===== src/rtl/control_seq_pkg.sv =====
// Shared types and encodings for the nic8 sequenced control unit.
package control_pkg;

  typedef enum logic [1:0] {
    FETCH      = 2'd0,
    FETCH_WAIT = 2'd1,
    EXEC       = 2'd2,
    EXEC_WAIT  = 2'd3
  } state_t;

  localparam logic [2:0] SRC_ZERO = 3'd0;
  localparam logic [2:0] SRC_ROM  = 3'd1;
  localparam logic [2:0] SRC_A    = 3'd2;
  localparam logic [2:0] SRC_B    = 3'd3;
  localparam logic [2:0] SRC_X    = 3'd4;
  localparam logic [2:0] SRC_RAM  = 3'd5;
  localparam logic [2:0] SRC_E    = 3'd6;
  localparam logic [2:0] SRC_S    = 3'd7;

  localparam logic [2:0] DST_A   = 3'd2;
  localparam logic [2:0] DST_B   = 3'd3;
  localparam logic [2:0] DST_X   = 3'd4;
  localparam logic [2:0] DST_RAM = 3'd5;
  localparam logic [2:0] DST_Q   = 3'd6;
  localparam logic [2:0] DST_PC  = 3'd7;

  localparam logic [1:0] COND_UNCOND = 2'b00;
  localparam logic [1:0] COND_ZERO   = 2'b01;
  localparam logic [1:0] COND_CARRY  = 2'b10;
  localparam logic [1:0] COND_SHIFT  = 2'b11;

  // An instruction touches memory when it reads ROM/RAM or stores to RAM.
  function automatic logic is_mem_op(input logic [7:0] ir_v);
    return (ir_v[2:0] == SRC_ROM) || (ir_v[2:0] == SRC_RAM) || (ir_v[6:4] == DST_RAM);
  endfunction

endpackage


===== src/rtl/control_seq_wait_counter.sv =====
// Memory wait-state counter shared by the fetch and execute wait states.
module wait_counter #(
  parameter int MEM_WAIT = 0
) (
  input  logic clk,
  input  logic rst_n,
  input  logic start,
  input  logic enable,
  output logic done
);

  localparam logic [3:0] LAST = (MEM_WAIT > 0) ? 4'(MEM_WAIT - 1) : 4'd0;

  logic [3:0] cnt_q, cnt_d;

  // Count is parked at zero outside a wait state and on the final wait cycle.
  always_comb begin
    done  = enable && (MEM_WAIT > 0) && (cnt_q == LAST);
    cnt_d = cnt_q + 4'd1;
    if (start || done || !enable) cnt_d = 4'd0;
  end

  always_ff @(posedge clk) begin
    if (!rst_n) cnt_q <= 4'd0;
    else        cnt_q <= cnt_d;
  end

endmodule


===== src/rtl/control_seq.sv =====
// Fetch/execute sequencer for nic8: instruction register, wait states, flags
// and one-hot register-load / bus-source strobes to the datapath.
module control_seq
  import control_pkg::*;
#(
  parameter int WIDTH    = 8,
  parameter int MEM_WAIT = 0
) (
  input  logic             clk,
  input  logic             resetBar,
  input  logic [7:0]       irIn,
  input  logic [WIDTH-1:0] a,
  input  logic             aluCarry,
  input  logic             aluShift,
  input  logic             run,
  output logic [7:0]       ir,
  output logic             loadIr,
  output logic             incPc,
  output logic [7:0]       load,
  output logic [7:0]       assertSrc,
  output logic             doSubtract,
  output logic             doCarryIn,
  output logic             doShiftIn,
  output logic             flagCarry,
  output logic             flagShift,
  output logic             busy,
  output logic [1:0]       dbg_state_o
);

  localparam bit HAS_WAIT = (MEM_WAIT > 0);

  state_t     state_q, state_d;
  logic [7:0] ir_q, ir_d;
  logic       flag_carry_q, flag_carry_d;
  logic       flag_shift_q, flag_shift_d;

  logic       fetch_strobe, exec_strobe, in_exec;
  logic       wc_start, wc_en, wc_done;
  logic       cond_ok, jump;
  logic [2:0] src, dst;

  assign src = ir_q[2:0];
  assign dst = ir_q[6:4];

  wait_counter #(.MEM_WAIT(MEM_WAIT)) u_wait (
    .clk   (clk),
    .rst_n (resetBar),
    .start (wc_start),
    .enable(wc_en),
    .done  (wc_done)
  );

  always_comb begin
    cond_ok = 1'b1;
    case ({ir_q[7], ir_q[3]})
      COND_UNCOND: cond_ok = 1'b1;
      COND_ZERO:   cond_ok = (a == '0);
      COND_CARRY:  cond_ok = flag_carry_q;
      COND_SHIFT:  cond_ok = flag_shift_q;
      default:     cond_ok = 1'b1;
    endcase
    jump = (dst == DST_PC) && cond_ok;
  end

  // run acts as a request sampled only in idle FETCH; once accepted the
  // instruction always completes. Every strobe is valid for the whole cycle
  // and is consumed by the datapath on the rising edge that ends it.
  always_comb begin
    state_d      = state_q;
    fetch_strobe = 1'b0;
    exec_strobe  = 1'b0;
    in_exec      = 1'b0;
    wc_start     = 1'b0;
    wc_en        = 1'b0;
    case (state_q)
      FETCH: begin
        if (run) begin
          if (HAS_WAIT) begin
            state_d  = FETCH_WAIT;
            wc_start = 1'b1;
          end else begin
            fetch_strobe = 1'b1;
            state_d      = EXEC;
          end
        end
      end
      FETCH_WAIT: begin
        wc_en = 1'b1;
        if (wc_done) begin
          fetch_strobe = 1'b1;
          state_d      = EXEC;
        end
      end
      EXEC: begin
        in_exec = 1'b1;
        if (HAS_WAIT && is_mem_op(ir_q)) begin
          state_d  = EXEC_WAIT;
          wc_start = 1'b1;
        end else begin
          exec_strobe = 1'b1;
          state_d     = FETCH;
        end
      end
      EXEC_WAIT: begin
        in_exec = 1'b1;
        wc_en   = 1'b1;
        if (wc_done) begin
          exec_strobe = 1'b1;
          state_d     = FETCH;
        end
      end
      default: state_d = FETCH;
    endcase

    ir_d         = ir_q;
    flag_carry_d = flag_carry_q;
    flag_shift_d = flag_shift_q;
    if (fetch_strobe) ir_d = irIn;
    if (exec_strobe && src == SRC_E) flag_carry_d = aluCarry;
    if (exec_strobe && src == SRC_S) flag_shift_d = aluShift;

    loadIr    = 1'b0;
    incPc     = 1'b0;
    load      = 8'h00;
    assertSrc = 8'h00;
    if (resetBar) begin
      loadIr = fetch_strobe;
      incPc  = fetch_strobe || (exec_strobe && src == SRC_ROM && !jump);
      if (in_exec) assertSrc = 8'h01 << src;
      if (exec_strobe) begin
        if (dst >= DST_A && dst <= DST_Q) load[dst] = 1'b1;
        load[7] = jump;
      end
    end
    busy = resetBar && !(state_q == FETCH && !run);
  end

  always_ff @(posedge clk) begin
    if (!resetBar) begin
      state_q      <= FETCH;
      ir_q         <= 8'h00;
      flag_carry_q <= 1'b0;
      flag_shift_q <= 1'b0;
    end else begin
      state_q      <= state_d;
      ir_q         <= ir_d;
      flag_carry_q <= flag_carry_d;
      flag_shift_q <= flag_shift_d;
    end
  end

  assign ir          = ir_q;
  assign flagCarry   = flag_carry_q;
  assign flagShift   = flag_shift_q;
  assign doSubtract  = ir_q[3];
  assign doCarryIn   = ir_q[7];
  assign doShiftIn   = ir_q[3];
  assign dbg_state_o = state_q;

endmodule


===== config.mk =====
export PLATFORM = sky130hd
export DESIGN_NAME = control_seq
export DESIGN_NICKNAME = d
export VERILOG_FILES = /design/src/rtl/control_seq_pkg.sv /design/src/rtl/control_seq_wait_counter.sv /design/src/rtl/control_seq.sv
export SDC_FILE = /design/constraint.sdc
export NUM_CORES = 1
export LEC_CHECK = 0
export ABC_CLOCK_PERIOD_IN_PS = 2200
export BUFFER_PORTS_ARGS = -buffer_cell sky130_fd_sc_hd__clkbuf_2
export CELL_PAD_IN_SITES_DETAIL_PLACEMENT = 0
export CELL_PAD_IN_SITES_GLOBAL_PLACEMENT = 2
export CORE_AREA = 3 3 64 66
export DETAILED_ROUTE_END_ITERATION = 8
export DIE_AREA = 0 0 67 69
export PLACE_DENSITY_LB_ADDON = 0.1
export SYNTH_ARGS = -nofsm -noshare
export SYNTH_HDL_FRONTEND = slang
export SYNTH_SLANG_ARGS = --single-unit
export TNS_END_PERCENT = 50

===== constraint.sdc =====
create_clock -name clk -period 2.2 [get_ports clk]
set_input_delay 0.44 -clock clk [delete_from_list [all_inputs] [get_ports clk]]
set_output_delay 0.44 -clock clk [all_outputs]
set_load 0.005 [all_outputs]

Word level (Yosys, flattened, before mapping)

Cells that the tools add are included.

Bitwise gates (word level): 1
Mux-type cells: 16
Equality and inequality tests: 11
Reductions and logical operators: 19
Shifts and indexed selects: 1
Magnitude comparators: 4

Operator list:

| operator                                                    | count |
|---|---|
| two-way mux 8 bit                                           | 4 |
| == test 3 bit (second input constant)                       | 3 |
| logical AND 1 bit                                           | 9 |
| == test 2 bit (second input constant)                       | 4 |
| zero test 8 bit                                             | 1 |
| left shift 1 x 3 -> 8 bit (first input constant)            | 1 |
| two-way mux 1 bit                                           | 7 |
| two-way mux 7 bit                                           | 1 |
| == test 2 x 1 -> 1 bit (second input constant)              | 2 |
| zero test 2 bit                                             | 2 |
| less-than comparator 3 x 4 -> 1 bit (second input constant) | 1 |
| case mux 1 bit (4 select lines)                             | 1 |
| case mux 2 bit (2 select lines)                             | 1 |
| OR reduction 2 bit                                          | 2 |
| demux 1 bit (select 3 bit)                                  | 1 |
| == test 3 x 1 -> 1 bit (second input constant)              | 1 |
| >= comparator 3 x 1 -> 1 bit (second input constant)        | 1 |
| >= comparator 3 x 2 -> 1 bit (second input constant)        | 1 |
| <= comparator 3 bit (second input constant)                 | 1 |
| zero test 1 bit                                             | 3 |
| two-way mux 2 bit                                           | 1 |
| != test 2 bit (second input constant)                       | 1 |
| AND reduction 2 bit                                         | 1 |
| logical OR 1 bit                                            | 1 |
| NOT 1 bit                                                   | 1 |

Logic and storage cells: 56
Bits of input ports: 21
Register bits after elaboration: 12
Output and inout port bits: 34

Depth between registers and ports, before layout

Depth after elaboration: 7
Gate-level depth with buffers: 5
Gate-level depth less buffers: 3

Least setup slack after synthesis

OpenSTA, ideal clock, no wires.

Kind: input to output
From: in a[1]
To: out load[7]
Arrival: 1021 ps
Path buffers: 0
Required time: 1760 ps
Stages on the path: 3
Setup slack: 739 ps
Cells stage by stage: nor4_1 a211o_1 and3b_1

Cells in the longest elaborated chain, start to end: 5

RTL lines:

| element                         | RTL line           | RTL |
|---|---|---|
| start: declaration              | control_seq.sv:12  | `input logic [WIDTH-1:0] a,` |
| zero test 8 bit                 | control_seq.sv:57  | `COND_ZERO: cond_ok = (a == '0);` |
| case mux 1 bit (4 select lines) | control_seq.sv:55  | `case ({ir_q[7], ir_q[3]})` |
| logical AND 1 bit               | control_seq.sv:62  | `jump = (dst == DST_PC) && cond_ok;` |
| two-way mux 8 bit               | control_seq.sv:130 | `if (exec_strobe) begin` |
| two-way mux 8 bit               | control_seq.sv:126 | `if (resetBar) begin` |
| end: declaration                | control_seq.sv:19  | `output logic [7:0] load,` |

No other way between the ends.

Final worst setup path

From: reg state_q[1], in the netlist dbg_state_o[1]
To: out load[4]

Cells in the longest elaborated chain, start to end: 4

RTL lines:

| element                  | RTL line           | RTL |
|---|---|---|
| start: declaration       | control_seq.sv:32  | `state_t state_q, state_d;` |
| start signal: assignment | control_seq.sv:145 | `state_q <= state_d;` |
| == test 2 bit            | control_seq.sv:75  | `case (state_q)` |
| two-way mux 1 bit        | --                 |  |
| two-way mux 8 bit        | control_seq.sv:130 |  |
| two-way mux 8 bit        | control_seq.sv:126 |  |

No other way between the ends.

==> results.yml <==
die:
  core_um2: 3630
  fp-row-count: 22
  start_util_pct: 20.7
  boundaryPins: 55
  die-area_um2: 4620
  die_y_um: 69
  die_w_um: 67
placement:
  dp_hpwl_um: 1740
  gp_congestion: 0.626
  placedCellCount: 181
  dpl_cell_area_um2: 965
  post-place-ws_ps: 342
  port_buffers: 51
setup_path:
  slowest_stage: "dfxtp_1"
  cp-end-kind: "output pin"
  worstPathRequired_ps: 1760
  worst_ep_arrival_time_ps: 1490
  critPathLaunchType: "flop"
  path_cells: "nand2_2 > nor4b_2 > clkbuf_2"
  cp_num_buf_inv: 1
  path_class: "flop to output pin"
  cp_max_fo: 10
  cpPeakStageDelay_ps: 570
  critical-path-top-delay-family: "flip-flops"
drt:
  vias: 777
  drt-pass1-iter-count: 4
  drtAntennaViolNets: 0
  via_per_inst: 4.20
  drt-total-wl_um: 2160
  drc: 0
  drtIter0Drc: 23
  wl_per_cell_um: 11.7
clock_tree:
  cts_buffers: 3
  clk_latency_ps: 240
  cts_num_sinks: 11
  clk_pin_slew_ps: 50
  clock_path_buffers: 2
  post_cts_resized: 0
  htreeDepth: 1
  cts_root_buf: "clkbuf_8"
  cts_tree: "built"
  cts_hold_buf: 0
  cts_setup_buffers: 0
sta:
  tns_ps: 0
  fin_crit_sh_pct: 87.5
  setup_viol: 0
  min_period_ps: 1930
  clock_skew_ps: 4.70
  hold_ws_ps: 421
  rsz0062_at_grt: "no"
  drv_slew: 0
  final.setup.worst_slack_ps: 275
  finalHoldViolCount: 0
  max_freq_mhz: 519
global_route:
  grt_use_met3_pct: 3.42
  first_global_vias: 784
  grt_max_degree: 17
  grt_first_pass_wirelength_um: 3550
  top_usage_layer: "met2"
  grt_antenna_before_repair: 0
  grt_use_total_pct: 9.73
  grtUsageMet2_pct: 16.2
  gr-usage-met1_pct: 12.2
  gr-total-overflow: 0
power:
  power.leakage_nw: 0.503
  ir_worst_vdd_uv: 248
  total_power_uw: 513
  powerDensity_nw_per_um2: 508
logic_synthesis:
  ys.flop_type: "dfxtp_1"
  syn_area_per_cell_um2: 7.99
  synth-seq-cells: 11
  netlist_instances: 94
  yosysSeqAreaShare_pct: 29.3
  yosysTopAreaCellShare_pct: 29.3
  synth.area.top_cells: "dfxtp_1 (29%), nand2_1 (9.0%), a21boi_1 (8.0%)"
  ys_types: 31
  synth_edf_count: 0
  yosysTopAreaCell: "dfxtp_1"
  synth_area_um2: 751
  synthArstFlopShare_pct: 0
  yosysWarnings: 0
worst_hold_path:
  worstHoldPathType: "input port to flop"
final_layout:
  design_area_um2: 1010
  drive_gt1_share_pct: 43.1
  final_cell_count_no_fill: 185
  layout.nets: 159
  syn2layout_area_growth_pct: 34.5
  utilization_pct: 27.8
  n_antenna_cell: 0
job:
  drv_cap: 0
outcome:
  status: "complete, no violations"
-- cells in the mapped netlist (3+ instances only) --
master / count
nand2_1: 18
dfxtp_1: 11
a21boi_1: 8
buf_4: 8
nor2_1: 5
nor3_1: 5
nand2b_1: 4
buf_6: 3
inv_1: 3
mux2i_1: 3
nor4_1: 3
-- final timing paths --
check / from / cells after the start / slack [ps] / endpoint
worst max-delay path: dbg_state_o[1]$_SDFFE_PN0N_ / 3 / 270 / load[4]
worst min-delay path: irIn[0] / 3 / 420 / ir[0]$_SDFFE_PN0P_
worst max register to register: dbg_state_o[1]$_SDFFE_PN0N_ / 3 / 960 / ir[3]$_SDFFE_PN0P_
worst min register to register: ir[6]$_SDFFE_PN0P_ / 2 / 520 / ir[6]$_SDFFE_PN0P_
-- area by class of cell --
type | count | area (µm²)
timing repair buffer | 51 | 255
inverter | 3 | 11.3
tap | 48 | 60.1
clock buffer | 4 | 45.0
fill | 432 | 2620
sequential | 11 | 220
multi-input combinational | 68 | 418
-- layer usage --
metal	share of wire, %	vias to the layer above
met2	45	35
met3	8.4	2
met4	0.60	0
met1	45	344
li1	-	396
met5	0	-
-- power breakdown --
part           total (mW)  switching, mW  internal [mW]
Combinational      0.0818         0.0392         0.0426
Sequential          0.229         0.0200          0.209
Clock               0.202         0.0750          0.127
Total               0.513          0.134          0.379
-- cells by family (layout without fill, tap and decap cells) --
logic type | count (synthesis) | count (layout) | share of synthesized area [%]
simple gates | 49 | 49 | 36.5
compound gates | 13 | 13 | 13.7
buf+inv | 17 | 58 | 16.0
other cells | 1 | 3 | 0.500
mux | 3 | 3 | 4.00
flops | 11 | 11 | 29.3
-- registers in the layout, indices dropped and copies added (netlist names) --
| name | flops |
|---|---|
| flagCarry | 1 |
| dbg_state_o | 1 |
| flagShift | 1 |
| ir | 8 |
-- worst reg2reg max path, delay by kind of cell, from the launching register on --
family | cells | cell delay, ps
AO/OA/AOI/OAI | 1 | 140
AND/OR/NAND/NOR | 2 | 460
flip-flops | 1 | 570
-- cells in the final DEF (no fill, tap or decap), types with 2 or more instances in the layout --
cell type  instances
a21boi_1           8
clkbuf_2          51
clkbuf_8           3
conb_1             3
dfxtp_1           11
inv_1              3
mux2i_1            3
nand2_1           18
nand2b_1           4
nand3_1            2
nor2_1             5
nor2b_1            2
nor3_1             5
nor4_1             3
Note: power is estimated with default switching activity, not from simulation.
